`config.mk`:
```
export PLATFORM = sky130hd
export DESIGN_NAME = led_alert_scheduler
export DESIGN_NICKNAME = d
export VERILOG_FILES = /design/src/rtl/led_alert_scheduler.sv
export SDC_FILE = /design/constraint.sdc
export NUM_CORES = 1
export LEC_CHECK = 0
export ABC_CLOCK_PERIOD_IN_PS = 5680
export BUFFER_PORTS_ARGS = -buffer_cell sky130_fd_sc_hd__buf_2
export CAP_MARGIN = 20
export CORE_MARGIN = 2
export CORE_UTILIZATION = 45
export DETAILED_ROUTE_END_ITERATION = 16
export PLACE_DENSITY_LB_ADDON = 0.08
export SYNTH_ARGS = -nofsm -noshare
export SYNTH_HDL_FRONTEND = slang
export SYNTH_SLANG_ARGS = --single-unit
```
`constraint.sdc`:
```
create_clock -name clk -period 5.68 [get_ports clk]
set_input_delay 1.136 -clock clk [delete_from_list [all_inputs] [get_ports clk]]
set_output_delay 1.136 -clock clk [all_outputs]
set_load 0.05 [all_outputs]
```
`src/rtl/led_alert_scheduler.sv`:
```
// Shares one front-panel LED among prioritised alert sources: serves one
// requester at a time with a tick-paced blink burst, then an off-gap.
module led_alert_scheduler #(
  parameter int NUM_REQ   = 3,
  parameter int CNT_W     = 4,
  parameter int GAP_TICKS = 2
) (
  input  logic                     clk,
  input  logic                     rst_n,
  input  logic                     tick,
  input  logic [NUM_REQ-1:0]       req,
  input  logic [NUM_REQ*CNT_W-1:0] req_count,
  output logic [NUM_REQ-1:0]       grant,
  output logic [NUM_REQ-1:0]       done,
  output logic                     led_out,
  output logic                     busy
);
  // state | meaning
  // IDLE  | LED off, arbitrating on req (lowest index wins)
  // BLINK | serving grant, LED toggles on each tick
  // GAP   | LED off for GAP_TICKS ticks, requests not examined

  localparam int GAP_W = (GAP_TICKS > 0) ? $clog2(GAP_TICKS + 1) : 1;

  typedef enum logic [1:0] {IDLE, BLINK, GAP} state_t;

  state_t             state_q, state_d;
  logic [NUM_REQ-1:0] grant_d, done_d;
  logic               led_d;
  logic [CNT_W-1:0]   rem_q, rem_d;
  logic [GAP_W-1:0]   gap_q, gap_d;
  logic [NUM_REQ-1:0] win_oh;
  logic [CNT_W-1:0]   win_cnt;
  logic               served_req;
  logic               end_burst;

  always_comb begin
    win_oh  = '0;
    win_cnt = '0;
    for (int i = NUM_REQ - 1; i >= 0; i--) begin
      if (req[i]) begin
        win_oh    = '0;
        win_oh[i] = 1'b1;
        win_cnt   = req_count[i*CNT_W +: CNT_W];
      end
    end
  end

  assign served_req = |(req & grant);
  assign busy       = (state_q != IDLE);

  always_comb begin
    state_d   = state_q;
    grant_d   = grant;
    done_d    = '0;
    led_d     = led_out;
    rem_d     = rem_q;
    gap_d     = gap_q;
    end_burst = 1'b0;
    case (state_q)
      IDLE: begin
        led_d = 1'b0;
        if (|req) begin
          grant_d = win_oh;
          rem_d   = win_cnt;
          state_d = BLINK;
        end
      end
      BLINK: begin
        // a withdrawn request wins over a coincident tick
        if (!served_req) begin
          grant_d   = '0;
          led_d     = 1'b0;
          end_burst = 1'b1;
        end else if (tick) begin
          led_d = ~led_out;
          if (led_out) begin
            if (rem_q == CNT_W'(1)) begin
              done_d    = grant;
              grant_d   = '0;
              end_burst = 1'b1;
            end else if (rem_q != '0) begin
              rem_d = rem_q - CNT_W'(1);
            end
          end
        end
      end
      GAP: begin
        led_d   = 1'b0;
        grant_d = '0;
        if (tick) begin
          gap_d = gap_q - GAP_W'(1);
          if (gap_q == GAP_W'(1)) state_d = IDLE;
        end
      end
      default: state_d = IDLE;
    endcase
    if (end_burst) begin
      if (GAP_TICKS > 0) begin
        state_d = GAP;
        gap_d   = GAP_W'(GAP_TICKS);
      end else begin
        state_d = IDLE;
      end
    end
  end

  always_ff @(posedge clk or negedge rst_n) begin
    if (!rst_n) begin
      state_q <= IDLE;
      grant   <= '0;
      done    <= '0;
      led_out <= 1'b0;
      rem_q   <= '0;
      gap_q   <= '0;
    end else begin
      state_q <= state_d;
      grant   <= grant_d;
      done    <= done_d;
      led_out <= led_d;
      rem_q   <= rem_d;
      gap_q   <= gap_d;
    end
  end

endmodule

```
# After elaboration in Yosys (flattened, before gate mapping)
# Index checks and enable logic that the tools add are counted.
[classes]
add_sub_neg = 2
eq_ne = 17
n_mux = 40
bitwise_logic = 2
reduce_logical = 16
[ops]
columns = ["op", "n"]
rows = [
  ["$mux W3", 13],
  ["$mux W4", 9],
  ["$ne A3 B3 Y1 const B", 6],
  ["$mux W2", 7],
  ["$ne A2 B2 Y1 const B", 7],
  ["$reduce_bool A2 Y1", 5],
  ["$pmux W3 S3", 1],
  ["$pmux W4 S2", 1],
  ["$mux W1", 7],
  ["$reduce_and A7 Y1", 1],
  ["$pmux W2 S3", 1],
  ["$reduce_or A3 Y1", 2],
  ["$reduce_and A5 Y1", 1],
  ["$eq A2 B1 Y1 const B", 2],
  ["$eq A4 B1 Y1 const B", 1],
  ["$reduce_and A2 Y1", 2],
  ["$reduce_and A4 Y1", 1],
  ["$reduce_bool A4 Y1", 1],
  ["$sub A4 B1 Y4 const B", 1],
  ["$and A3 B3 Y3", 1],
  ["$reduce_bool A3 Y1", 1],
  ["$eq A2 B2 Y1 const B", 1],
  ["$logic_not A2 Y1", 1],
  ["$pmux W1 S2", 1],
  ["3 further kinds", 3],
]
[word_totals]
regBits = 15
inputBits = 18
word_cells = 83

# Depth between registers and ports, before layout
[depth]
depth_word = 8
ltp_mapped = 7
ltp_nobuf = 6

# Least setup slack after synthesis
# Ideal clock, no wire load.
[synth_path]
path_kind = "input -> register"
from = "input port tick"
to = "register rem_q[3]"
setup_ns = 0.120
arrival_ns = 2.375
required_ns = 5.560
setup_slack_ns = 3.185
cell_stages = 5
path_buffers = 1
path_cell_list = "clkbuf_1 > nand3_1 > a211o_2 > or4b_1 > o211a_1"
[synth_between]
elab_chain_len = 2
[synth_lines]
columns = ["element", "line", "rtl"]
rows = [
  ["start: declaration", "10", "input logic tick,"],
  ["$ne A2 B2 Y1 (no line)", "-", ""],
  ["$reduce_and A7 Y1 (no line)", "-", ""],
  ["end signal: assignment", "121", "rem_q <= rem_d;"],
  ["end: declaration", "30", "logic [CNT_W-1:0] rem_q, rem_d;"],
]
# No other way between the ends.
# A chain may end at the register's enable or synchronous reset.

# Worst setup path after layout
[layout_path]
from = "input port req[0]"
to = "register rem_q[1]"
[layout_between]
elab_chain_len = 4
elab_cells_between_ends = 9
[layout_lines]
columns = ["element", "line", "rtl"]
rows = [
  ["start: declaration", "11", "input logic [NUM_REQ-1:0] req,"],
  ["$and A3 B3 Y3", "49", "assign served_req = |(req & grant);"],
  ["$reduce_or A3 Y1", "49", ""],
  ["$ne A2 B2 Y1 (no line)", "-", ""],
  ["$reduce_and A7 Y1 (no line)", "-", ""],
]
# Parallel ways exist; a longest one is shown, timed or not. The select of a mux whose other input is x is not followed.

==> qor_table.md <==
| Step | Quantity | This run |
|:---|:---|:---|
| worst setup path | Launch instance of the worst register-to-register path | rem_q[0] |
| die | # rows | 16 |
| synthesis | EDFF count, synth | 0 |
| synthesis | Cells after Synth | 99 |
| clock network | Postcts setup bufs | 0 |
| die | Core Area | 0.001982 mm² |
| synthesis | Synthesized-area fraction occupied by adder cells | 10.42% |
| synthesis | Most instantiated cells after synthesis | sky130_fd_sc_hd__dfrtp_1 (15), sky130_fd_sc_hd__ha_1 (8), sky130_fd_sc_hd__inv_1 (8), sky130_fd_sc_hd__nand2_1 (8), sky130_fd_sc_hd__o21ai_0 (6) |
| timing | Setup TNS | 0 ns |
| synthesis | Fraction of registers with async set or reset after synthesis | 100.0% |
| die | Die X-Extent | 50.21 µm |
| worst setup path | Required time of the critical path | 5.86 ns |
| final layout | Ant. Diodes | 0 |
| die | Starting Density | 48.48% |
| power and ir drop | Int Power | 301.2 µW |
| clock network | Clock Tree Root | sky130_fd_sc_hd__clkbuf_4 |
| synthesis | Post-synth top area cell | sky130_fd_sc_hd__dfrtp_1 |
| detailed routing | Post-detailed-routing wire length | 2185 µm |
| power and ir drop | Portion of total power attributed to the clock network | 11.0% |
| timing | Number of pins exceeding their max-slew limit in the final report | 0 |
| global route | Via count of the first global-routing pass | 817 |
| synthesis | Yosys warning total | 0 |
| detailed routing | Total number of vias | 852 |
| hold path | Worst min path class | flip-flop to flip-flop |
| detailed routing | Drt first-iter violations | 32 |
| final layout | Post-layout instance area | 0.001135 mm² |
| clock network | CTS Buffer Depth | 2 |
| place | Placer Congestion | 0.8891 |
| global route | Wire length of the first global-routing pass | 3684 µm |
| die | IO Pins | 26 |
| synthesis | Largest family of logic cells by synthesized area | compound AO/OA/AOI/OAI gates |
| power and ir drop | Standby leakage power | 0.5726 nW |
| global route | Grt total ovfl | 0 |
| worst setup path | Crit path buf inv count | 1 |
| synthesis | Fraction of post-synthesis cell area in the top cell type by area | 39.06% |
| timing | Worst Max-Slew Pin Slew | 0.8690 ns |
| clock network | Count of instances resized after the clock tree is built | 0 |
| synthesis | Post-Syn Nets | 125 |
| synthesis | Cell with the most instances after synthesis | sky130_fd_sc_hd__dfrtp_1 |
| clock network | CTS tree | built |
| detailed routing | Wirelength per Cell | 14.38 µm |
| clock network | Number of CTS-inserted buffers | 3 |
| worst setup path | Maximum single-stage delay on the critical path | 0.79 ns |
| timing | Setup repair after global routing missed its margin | no |
| worst setup path | Category of the worst setup path launch point | primary input |
| die | Die height | 50.21 µm |
| place | Final HPWL from detailed placement | 1703 µm |
| worst setup path | Endpoint of the worst setup timing path | rem_q[1] |
| final layout | Layout net count | 152 |
| final layout | Fraction of layout cells with a size suffix above 1 | 28.00% |
| place | Cell area reported after detailed placement | 0.001109 mm² |
| synthesis | Synthesized-area fraction occupied by ao, oa, aoi and oai cells | 20.31% |
| synthesis | Leading cell types by total area after synthesis | sky130_fd_sc_hd__dfrtp_1 (39%), sky130_fd_sc_hd__ha_1 (10%), sky130_fd_sc_hd__mux2_2 (3.5%) |
| die | Die Footprint | 0.002521 mm² |
| synthesis | Synthesized area per cell | 9.706 µm² |
| power and ir drop | Part of the total power dissipated in combinational logic | 57.1% |
| clock network | Number of buffers inserted for hold repair after clock tree synthesis | 0 |
| worst setup path | Data arrival, critical path | 2.79 ns |
| worst setup path | Max FO, Critical Path | 11 |
| final layout | Count of non-filler cells in the finished layout | 152 |
| worst setup path | CP cell instances | buf_2 -> a222oi_1 -> a211o_2 -> a21oi_1 -> mux2_4 |
| power and ir drop | Switching power | 276.1 µW |
| synthesis | Portion of netlist area occupied by mux cells | 6.120% |
| worst setup path | Setup Crit Path Kind | primary input to flip-flop |
| synthesis | Post-synthesis share of cell area spent on and, or, nand and nor gates | 18.88% |
| synthesis | Most frequently used flop master after synthesis | sky130_fd_sc_hd__dfrtp_1 |
| synthesis | Fraction of the yosys area taken by sequential cells | 39.06% |
| synthesis | Number of flip-flops and latches in the synthesized netlist | 15 |
| detailed routing | Final routed DRC violation total | 0 |
| clock network | Deepest level of the CTS H-tree | 1 |
| detailed routing | Detail-routed via count per cell | 5.605 |
| worst setup path | Critical-path cell with the highest stage delay | sky130_fd_sc_hd__a222oi_1 |
| global route | Total GRT Usage | 19.42% |
| global route | Maximum number of pins on one net before global-route repair | 16 |
| worst setup path | Setup crit end kind | flip-flop |
| clock network | Clk sinks | 15 |
| place | Port-buffer cells | 25 |
| worst setup path | Gate family responsible for the most delay along the worst path | compound AO/OA/AOI/OAI gates |
| clock network | Source-to-sink clock delay at the later pin of the worst-skew pair | 0.29 ns |
| power and ir drop | Overall power | 577.3 µW |
| timing | Final clock period utilization by the worst path | 46.09% |
| power and ir drop | Proportion of total power due to net switching | 47.82% |
| timing | Final setup viols | 0 |
| synthesis | Synth Cell Area | 960.9 µm² |
| synthesis | Count of distinct cell types in the synthesized netlist | 37 |
| timing | Hold violation count in the final report | 0 |
| worst setup path | Setup slack of the worst register-to-register path | 3.57 ns |
| timing | Clk_skew | 0.001986 ns |
| run | Number of max-cap violations | 0 |
| worst setup path | Reg-to-Reg End | rem_q[3] |
| global route | Number of antenna violations at the first check in global routing | 0 |
| worst setup path | Register-to-Register Path Depth | 6 |
| run status | Outcome | completed |
| timing | Rel. slew slack | 42.07% |
| clock network | CTS clock-pin slew for the worst setup and hold paths | 0.09 ns |
| power and ir drop | Peak ir drop on the vdd network | 0.2282 mV |
| timing | Tmin final | 2.618 ns |
| power and ir drop | Portion of total power attributed to sequential cells | 32.0% |
| detailed routing | Number of optimization iterations in the first detailed-route pass | 4 |
| detailed routing | Number of routed nets with antenna violations | 0 |
| final layout | Synth-to-layout area growth | 18.10% |
| worst setup path | Crit. path cell count | 5 |
| synthesis | Xor/xnor cell area share of the yosys netlist | 0.9115% |
| worst setup path | Startpoint of the worst setup timing path | req[0] |
| place | Number of instances in the placed design | 148 |
| timing | Maximum clock frequency | 0.3820 GHz |
| power and ir drop | Pwr dens | 508.7 mW/mm² |
==> worst min-delay path: cells and delay by family, from the launching register on <==
kind	cells	cell delay, ns
flops	1	0.36
simple gates	2	0.13
==> metal layers <==
layer  vias to the layer above  wire [µm]  track usage, %
met4                         0         60           9.722
met5                         -          0               0
met2                        24        993           29.82
met1                       400       1033           26.24
li1                        421          -               -
met3                         7         97           3.274
==> registers in the layout (all words and copies together) (netlist names) <==
| name | count |
|---|---|
| state_q | 2 |
| grant | 3 |
| rem_q | 4 |
| gap_q | 2 |
| done | 3 |
| led_out | 1 |
==> worst min path at each step <==
stage / from / to / slack (ns) / depth (start not counted)
floorplan: gap_q[1] / gap_q[1] / 0.46 / 2
global placement: gap_q[1] / gap_q[1] / 0.48 / 2
detailed placement: gap_q[1] / gap_q[1] / 0.50 / 2
CTS: gap_q[1] / gap_q[1] / 0.53 / 2
global route: gap_q[1] / gap_q[1] / 0.55 / 2
finish: gap_q[1] / gap_q[1] / 0.52 / 2
==> logic make-up after synthesis <==
family / count (synthesis)
compound gates: 27
xor+xnor: 1
fa+ha+maj: 8
buf+inv: 11
flops: 15
mux: 5
simple gates: 32
==> stage by stage <==
stage	hold slack (ns)	setup WS, ns	util [%]
4_1_cts	0.5271	3.063	57.26
3_3_place_gp	0.4804	2.859	55.93
6_report	0.5205	3.062	57.26
2_1_floorplan	0.4621	3.185	-
5_1_grt	0.5514	2.930	57.26
3_5_place_dp	0.5047	2.750	55.93
==> area by class of cell <==
cell class / instances / area [µm²]
Timing Repair Buffer: 25 / 125.1
Multi-Input combinational cell: 73 / 544.3
Clock buffer: 4 / 26.28
Tap cell: 27 / 33.78
Inverter: 8 / 30.03
Sequential cell: 15 / 375.4
Fill cell: 180 / 847.1
==> power by group through the flow <==
stage          Combinational [mW]  Clock, mW  Sequential [mW]
2_1_floorplan               0.217          0            0.214
3_3_place_gp                0.322          0            0.184
3_5_place_dp                0.329          0            0.187
4_1_cts                     0.331     0.0645            0.184
5_1_grt                     0.363     0.0675            0.190
6_report                    0.329     0.0632            0.185
==> cells in the final DEF (no fill, tap or decap), drive strengths merged, types with 2 or more instances in the layout <==
cell    instances
ha              8
o22ai           2
a22oi           2
dfrtp          15
nor2            5
nand3           3
and3            3
nand2           8
o211ai          4
nor3b           2
clkbuf          4
mux2            4
a221oi          2
o21ai           6
a21oi           3
o211a           2
inv             8
buf            25
No activity file was read; power rests on OpenSTA's default activity.
